### src/rtl/led_breathe_pwm.sv
// rtl/led_breathe_pwm.sv - breathing LED PWM driver with tick-stepped duty ramp
module led_breathe_pwm #(
   parameter int WIDTH      = 8,
   parameter int STEP_TICKS = 1,
   parameter int HOLD_STEPS = 4
) (
   input  logic             clock,
   input  logic             reset,
   input  logic             enable,
   input  logic             tick,
   output logic             pwm_o,
   output logic [WIDTH-1:0] duty,
   output logic [1:0]       state_o,
   output logic             cycle_done
);

   typedef enum logic [1:0] {
      RISE      = 2'd0,
      HOLD_HIGH = 2'd1,
      FALL      = 2'd2,
      HOLD_LOW  = 2'd3
   } state_t;

   localparam logic [WIDTH-1:0] MAX = {WIDTH{1'b1}};
   localparam int TW = (STEP_TICKS > 1) ? $clog2(STEP_TICKS) : 1;
   localparam int HW = (HOLD_STEPS > 1) ? $clog2(HOLD_STEPS) : 1;
   localparam logic [TW-1:0] TICK_LAST = TW'(STEP_TICKS - 1);
   localparam logic [HW-1:0] HOLD_LAST = HW'(HOLD_STEPS - 1);

   logic [WIDTH-1:0] pwm_count;
   logic [WIDTH-1:0] duty_active;
   logic [TW-1:0]    tick_count;
   logic [HW-1:0]    hold_count;
   state_t           state;
   state_t           state_next;
   logic [WIDTH-1:0] duty_next;
   logic [WIDTH-1:0] duty_inc;
   logic [WIDTH-1:0] duty_dec;
   logic [HW-1:0]    hold_next;
   logic             done_next;
   logic             step;

   assign state_o  = state;
   assign duty_inc = duty + 1'b1;
   assign duty_dec = duty - 1'b1;

   // A step fires on the tick that completes a group of STEP_TICKS ticks
   always_comb begin
      step = enable & tick & (tick_count == TICK_LAST);
   end

   // Free-running PWM counter; duty shadow only reloads at period end so a period never changes mid-way
   always_ff @(posedge clock) begin
      if (reset) begin
         pwm_count   <= '0;
         duty_active <= '0;
         pwm_o       <= 1'b0;
      end else if (enable) begin
         pwm_count <= pwm_count + 1'b1;
         if (pwm_count == MAX) begin
            duty_active <= duty;
         end
         pwm_o <= (pwm_count < duty_active);
      end else begin
         pwm_o <= 1'b0;
      end
   end

   // Tick prescaler: counts ticks and wraps on the step tick
   always_ff @(posedge clock) begin
      if (reset) begin
         tick_count <= '0;
      end else if (enable && tick) begin
         if (tick_count == TICK_LAST) begin
            tick_count <= '0;
         end else begin
            tick_count <= tick_count + 1'b1;
         end
      end
   end

   // Ramp state register; with enable low step never fires so everything holds
   always_ff @(posedge clock) begin
      if (reset) begin
         state      <= RISE;
         duty       <= '0;
         hold_count <= '0;
         cycle_done <= 1'b0;
      end else begin
         state      <= state_next;
         duty       <= duty_next;
         hold_count <= hold_next;
         cycle_done <= done_next;
      end
   end

   // Ramp next-state: duty saturates at the ends so it can never wrap
   always_comb begin
      state_next = state;
      duty_next  = duty;
      hold_next  = hold_count;
      done_next  = 1'b0;
      if (step) begin
         case (state)
            RISE: begin
               if (duty == MAX) begin
                  state_next = HOLD_HIGH;
               end else begin
                  duty_next = duty_inc;
                  if (duty_inc == MAX) begin
                     state_next = HOLD_HIGH;
                  end
               end
            end
            HOLD_HIGH: begin
               if (hold_count == HOLD_LAST) begin
                  hold_next  = '0;
                  state_next = FALL;
               end else begin
                  hold_next = hold_count + 1'b1;
               end
            end
            FALL: begin
               if (duty == '0) begin
                  state_next = HOLD_LOW;
               end else begin
                  duty_next = duty_dec;
                  if (duty_dec == '0) begin
                     state_next = HOLD_LOW;
                  end
               end
            end
            HOLD_LOW: begin
               if (hold_count == HOLD_LAST) begin
                  hold_next  = '0;
                  state_next = RISE;
                  done_next  = 1'b1;
               end else begin
                  hold_next = hold_count + 1'b1;
               end
            end
            default: begin
               state_next = RISE;
            end
         endcase
      end
   end

endmodule

### config.mk
export PLATFORM = sky130hd
export DESIGN_NAME = led_breathe_pwm
export DESIGN_NICKNAME = d
export VERILOG_FILES = /design/src/rtl/led_breathe_pwm.sv
export SDC_FILE = /design/constraint.sdc
export NUM_CORES = 1
export LEC_CHECK = 0
export ABC_CLOCK_PERIOD_IN_PS = 1900
export CAP_MARGIN = 20
export CORE_ASPECT_RATIO = 0.5
export CORE_UTILIZATION = 52
export CTS_CLUSTER_DIAMETER = 50
export DETAILED_ROUTE_END_ITERATION = 10
export PLACE_DENSITY = 0.8
export SKIP_CTS_REPAIR_TIMING = 1
export SKIP_LAST_GASP = 1
export SYNTH_ARGS = -nofsm -noshare
export SYNTH_HDL_FRONTEND = slang
export SYNTH_SLANG_ARGS = --single-unit
### constraint.sdc
create_clock -name clock -period 1.9 [get_ports clock]
set_input_delay 0.475 -clock clock [delete_from_list [all_inputs] [get_ports clock]]
set_output_delay 0.475 -clock clock [all_outputs]
set_load 0.02 [all_outputs]
Word-level counts from Yosys, hierarchy flattened

Index checks and enable logic that the tools add are counted.

Register bits after elaboration: 31
Bits of input ports: 4
Output and inout bits: 12
Word-level logic and storage cells: 58

Add/subtract/negate cells: 5
Order comparisons: 1
Equality and inequality tests: 13
Multiplexer cells: 13
Bitwise operators: 6
Reduce and logical (&&, ||, !) cells: 12

Operators with widths:

| operator              | number |
|---|---|
| $eq A8 B8 Y1 const B  | 3 |
| $add A8 B1 Y8 const B | 2 |
| $logic_not A8 Y1      | 2 |
| $mux W8               | 2 |
| $pmux W8 S2           | 1 |
| $mux W2               | 7 |
| $lt A8 B8 Y1          | 1 |
| $ne A2 B2 Y1 const B  | 4 |
| $pmux W2 S4           | 1 |
| $sub A8 B1 Y8 const B | 1 |
| $eq A2 B2 Y1 const B  | 3 |
| $ne A3 B3 Y1 const B  | 2 |
| $reduce_and A5 Y1     | 1 |
| $not A1 Y1            | 4 |
| $reduce_and A2 Y1     | 2 |
| $reduce_and A4 Y1     | 1 |
| $reduce_or A2 Y1      | 2 |
| $reduce_or A3 Y1      | 1 |
| $add A2 B1 Y2 const B | 1 |
| $and A1 B1 Y1         | 2 |
| $eq A2 B1 Y1 const B  | 1 |
| $logic_not A2 Y1      | 1 |
| $mux W1               | 2 |
| $reduce_bool A2 Y1    | 1 |
| 2 further kinds       | 2 |

Depth between registers and ports, before layout

Word-level depth: 5
Depth in mapped cells: 9
Gate-level depth less buffers: 8

Worst setup path before layout

OpenSTA, ideal clock, no wires.

Kind: register to register
Start: register duty[0]
End: register state[0], in the netlist state_o[0]
Library setup time: 0.130 ns
Data arrival time: 1.928 ns
Data required time: 1.770 ns
Slack: -0.158 ns
Stages on the path, launching flop included: 9
Path buffers: 1
Clock period less this slack: 2.058 ns
Path through: dfxtp_1 > buf_2 > inv_1 > ha_1 > and3_1 > a2111oi_2 > a31o_2 > and4_1 > nor3_2

Cells in the longest elaborated chain, start to end: 4

Ends and longest elaborated chain:

| what                        | RTL line | RTL |
|---|---|---|
| start, declared             | 12       | `output logic [WIDTH-1:0] duty,` |
| start signal, assigned      | 91       | `duty <= duty_next;` |
| $sub A8 B1 Y8               | 45       | `assign duty_dec = duty - 1'b1;` |
| named net duty_dec[0]       | 38       | `logic [WIDTH-1:0] duty_dec;` |
| $logic_not A8 Y1            | 128      | `if (duty_dec == '0) begin` |
| $ne A3 B3 Y1 (no line)      | n/a      |  |
| $reduce_and A5 Y1 (no line) | n/a      |  |
| end signal, assigned        | 90       | `state <= state_next;` |
| end, declared               | 34       | `state_t state;` |

The timed path passes the listed nets, and every way through them passes these cells.
A chain may end at the register's enable or synchronous reset.

Worst setup path after layout

Start: register duty[2]
End: output port duty[2]

No word-level cell between the ends.

==> results by group <==
Outcome
  • Status: finished, violations left
  • Violated checks: setup timing

Worst setup path
  • WP buf/inv: 2
  • Top delay family on crit path: buffers and inverters
  • Highest net fanout along the worst path: 8
  • Reg2Reg Depth: 7
  • CP required: 1420 ps
  • CP cell instances: buf_4 > clkdlybuf4s50_1
  • Critical path launch point type: flop
  • Reg-to-Reg End: state_o[0]$_SDFFE_PP0P_
  • CP peak stage delay: 600 ps
  • Slowest cell on the critical path: clkdlybuf4s50_1
  • Reg2reg setup slack: 40 ps
  • Critical Path AT: roughly 1500 ps
  • R2R Path Start: duty[1]$_SDFFE_PP0P_
  • Setup crit end kind: output pin
  • WS Path Type: flop to output pin

Synth
  • Register area share after synthesis: 0.316
  • Syn_nets: approximately 250
  • Post-synth top cells: nor2_1, dfxtp_1, ha_1, nand2_1, inv_1
  • Post-Syn Area: about 0.0019 mm^2
  • Yosys cell types: 44
  • Register bit total from synthesis: 30
  • Count leader, synth: nor2_1
  • Synth warn: 0
  • Cell taking the most area after synthesis: dfxtp_1
  • FFs w/ async S/R, synth: 0
  • Syn Inst Count: 230
  • Synth top area share: 0.316
  • Mapped Avg Cell Area: around 8.3 um^2
  • Main area contributors after synthesis: dfxtp_1, ha_1, nor2_1
  • Post-synth EDFFs: 0
  • Top_reg_cell synth: dfxtp_1

Layout
  • # fillers: 262
  • Util after Layout: 0.694
  • Share of cells above drive strength 1: 0.179
  • Final layout net count: between 200 and 300
  • Fin cells: roughly 310
  • Area grow syn2layout: 26.2%
  • Multi-input gate area: 0.00120 mm^2
  • ANT cells: 0
  • Register area: 611 um^2

Detailed routing
  • Pre-antenna DRT Iters: 4
  • Metal2 WL: around 2100 um
  • Post-Route WL: 4490 um
  • Met3 Wirelength: 285 um
  • DRC viols: 0
  • Vias: approximately 1700
  • DRT antenna net count: 0
  • Max Used Layer: met4
  • Met1 WL: 2020 um
  • Post-DR vias/cell: 5.54
  • Drt wl/cell: ~14 um
  • Initial DRC Count: between 70 and 80

Clock tree
  • H-tree levels: 2
  • Clock latency on the worst-skew pair: 290 ps
  • Clock tree buffer depth: 2
  • Number of buffers created by CTS: 5
  • CTS tree: yes
  • Clock Tree Root: clkbuf_8
  • Clock transition at the registers of the reported paths: 70 ps
  • Clk sink count: 30

Min path
  • Worst hold path type: flop to flop
  • Worst-case hold path end point: duty_active[5]$_SDFFE_PP0P_
  • Hold Crit Depth: 2
  • Min-Delay Startpoint: duty_active[5]$_SDFFE_PP0P_

Floorplanning
  • Number of cell rows: 15
  • Starting density of the core: 0.550
  • DIE AREA: 0.00391 mm^2
  • Die X: 87.5 um
  • Core Box Area: 0.00345 mm^2
  • IO Pins: 16
  • Chip height: 44.7 um

Place
  • GPL Wtd Cong: 0.909
  • Placed insts: 304
  • I/O Buffers: 15
  • Dpl hpwl: approximately 3100 um

Global routing
  • First-pass GRT wire length: 6900 um
  • Vias in the first global route: 1532
  • Overall routing resource usage: 0.238
  • Largest net degree at the start of global routing: 18
  • Initial antenna violation count: 0
  • Grt total ovfl: 0

Timing
  • Period utilization: 1.04
  • Setup ws final: -75.9 ps
  • Final setup vio count: 1
  • Fin. max-slew vios: 0
  • Fin Setup TNS: -75.9 ps
  • Slew HR: 0.663
  • Final hold violations: 0
  • Final hold slack: 502 ps
  • Fmax: just over 0.5 GHz
  • Clock skew: 3.70 ps
  • Clock period minus worst slack: 1980 ps
  • Tightest Pin Transition: between 500 and 600 ps
  • RSZ-0062 raised after global routing: true

Power
  • Leakage power: ~1.1 nW
  • Worst VDD drop: 0.348 mV
  • Tot Pwr: 0.00155 W
  • P per Cell Area: 648 mW/mm^2

Job
  • Max cap viols: 0
## metal layers
layer  global-route usage  up-vias
met3               0.0512        8
li1                     -      852
met5                    0        -
met4               0.0852        0
met2                0.398       50
met1                0.311      831
## area by class of cell
| type | count | area share |
|---|---|---|
| multi-input cells | 174 | 0.500 |
| clock inverters | 1 | 0.0125 |
| inverters | 15 | 0.0235 |
| repair buffers | 36 | 0.138 |
| flip-flops and latches | 30 | 0.255 |
| clock buffers | 7 | 0.0449 |
| well taps | 51 | 0.0266 |
## power breakdown
group,internal (W),switching [W]
Clock,0.000506,0.000259
Sequential,0.000637,0.00000961
Combinational,0.0000644,0.0000755
Total,0.00121,0.000344
## cell families (layout without fill, tap and decap cells)
kind of cell	count (synthesis)	after routing	share of synthesized area
mux	7	7	0.0369
xor+xnor	15	15	0.0692
compound gates	39	39	0.137
buf+inv	26	59	0.0593
simple gates	95	95	0.263
flops	30	30	0.316
fa+ha+maj	18	18	0.119
## metrics by stage
| step | area, um^2 | setup slack, ps |
|---|---|---|
| finish | 2400 | -75.9 |
| detailed placement | 2200 | -241 |
| global route | 2400 | -118 |
| global placement | 2200 | -184 |
| floorplan | 1910 | 23.1 |
| CTS | 2340 | -213 |
## how the worst max path moves through the flow
stage / startpoint / endpoint / slack (ps) / depth (start not counted)
6_report: duty[2]$_SDFFE_PP0P_ / duty[2] / -80 / 2
5_1_grt: duty[2]$_SDFFE_PP0P_ / duty[2] / -120 / 2
4_1_cts: duty[2]$_SDFFE_PP0P_ / duty[2] / -210 / 2
3_5_place_dp: enable / duty_active[7]$_SDFFE_PP0P_ / -240 / 8
3_3_place_gp: tick / duty[4]$_SDFFE_PP0P_ / -180 / 8
2_1_floorplan: duty[0]$_SDFFE_PP0P_ / state_o[0]$_SDFFE_PP0P_ / 20 / 8
## placed cells by master, fill, tap and decap left out, types with 2 or more instances in the layout
| cell | count |
|---|---|
| buf_6 | 2 |
| xor2_1 | 13 |
| nor3_1 | 5 |
| a21o_1 | 3 |
| nand3b_1 | 2 |
| or4_1 | 2 |
| nand4_1 | 5 |
| a21oi_1 | 9 |
| o21ai_0 | 10 |
| dfxtp_1 | 24 |
| nor4_4 | 2 |
| nand2b_1 | 5 |
| nor3b_1 | 2 |
| inv_1 | 15 |
| o21ai_1 | 3 |
| o21bai_1 | 2 |
| mux2i_1 | 7 |
| dfxtp_2 | 5 |
| and3_1 | 6 |
| dlymetal6s2s_1 | 7 |
| ha_1 | 18 |
| o31ai_1 | 2 |
| clkbuf_8 | 6 |
| a31o_2 | 2 |
| xnor2_1 | 2 |
| buf_4 | 18 |
| a31oi_1 | 2 |
| nor2_1 | 33 |
| nand2_1 | 18 |
| nand3_1 | 7 |
| clkdlybuf4s50_1 | 8 |
## flip-flops by register name (all words and copies together) (netlist names)
register and flops:
pwm_o 1, cycle_done 1, state_o 2, duty_active 8, pwm_count 8, duty 8, hold_count 2
## worst register-to-register path: cells and delay by family, from the launching register on
kind            cells  cell delay [ps]
compound gates      2              560
fa+ha+maj           1              250
buf+inv             1              110
flops               1              370
simple gates        3              460
(Power assumes the default switching activity.)
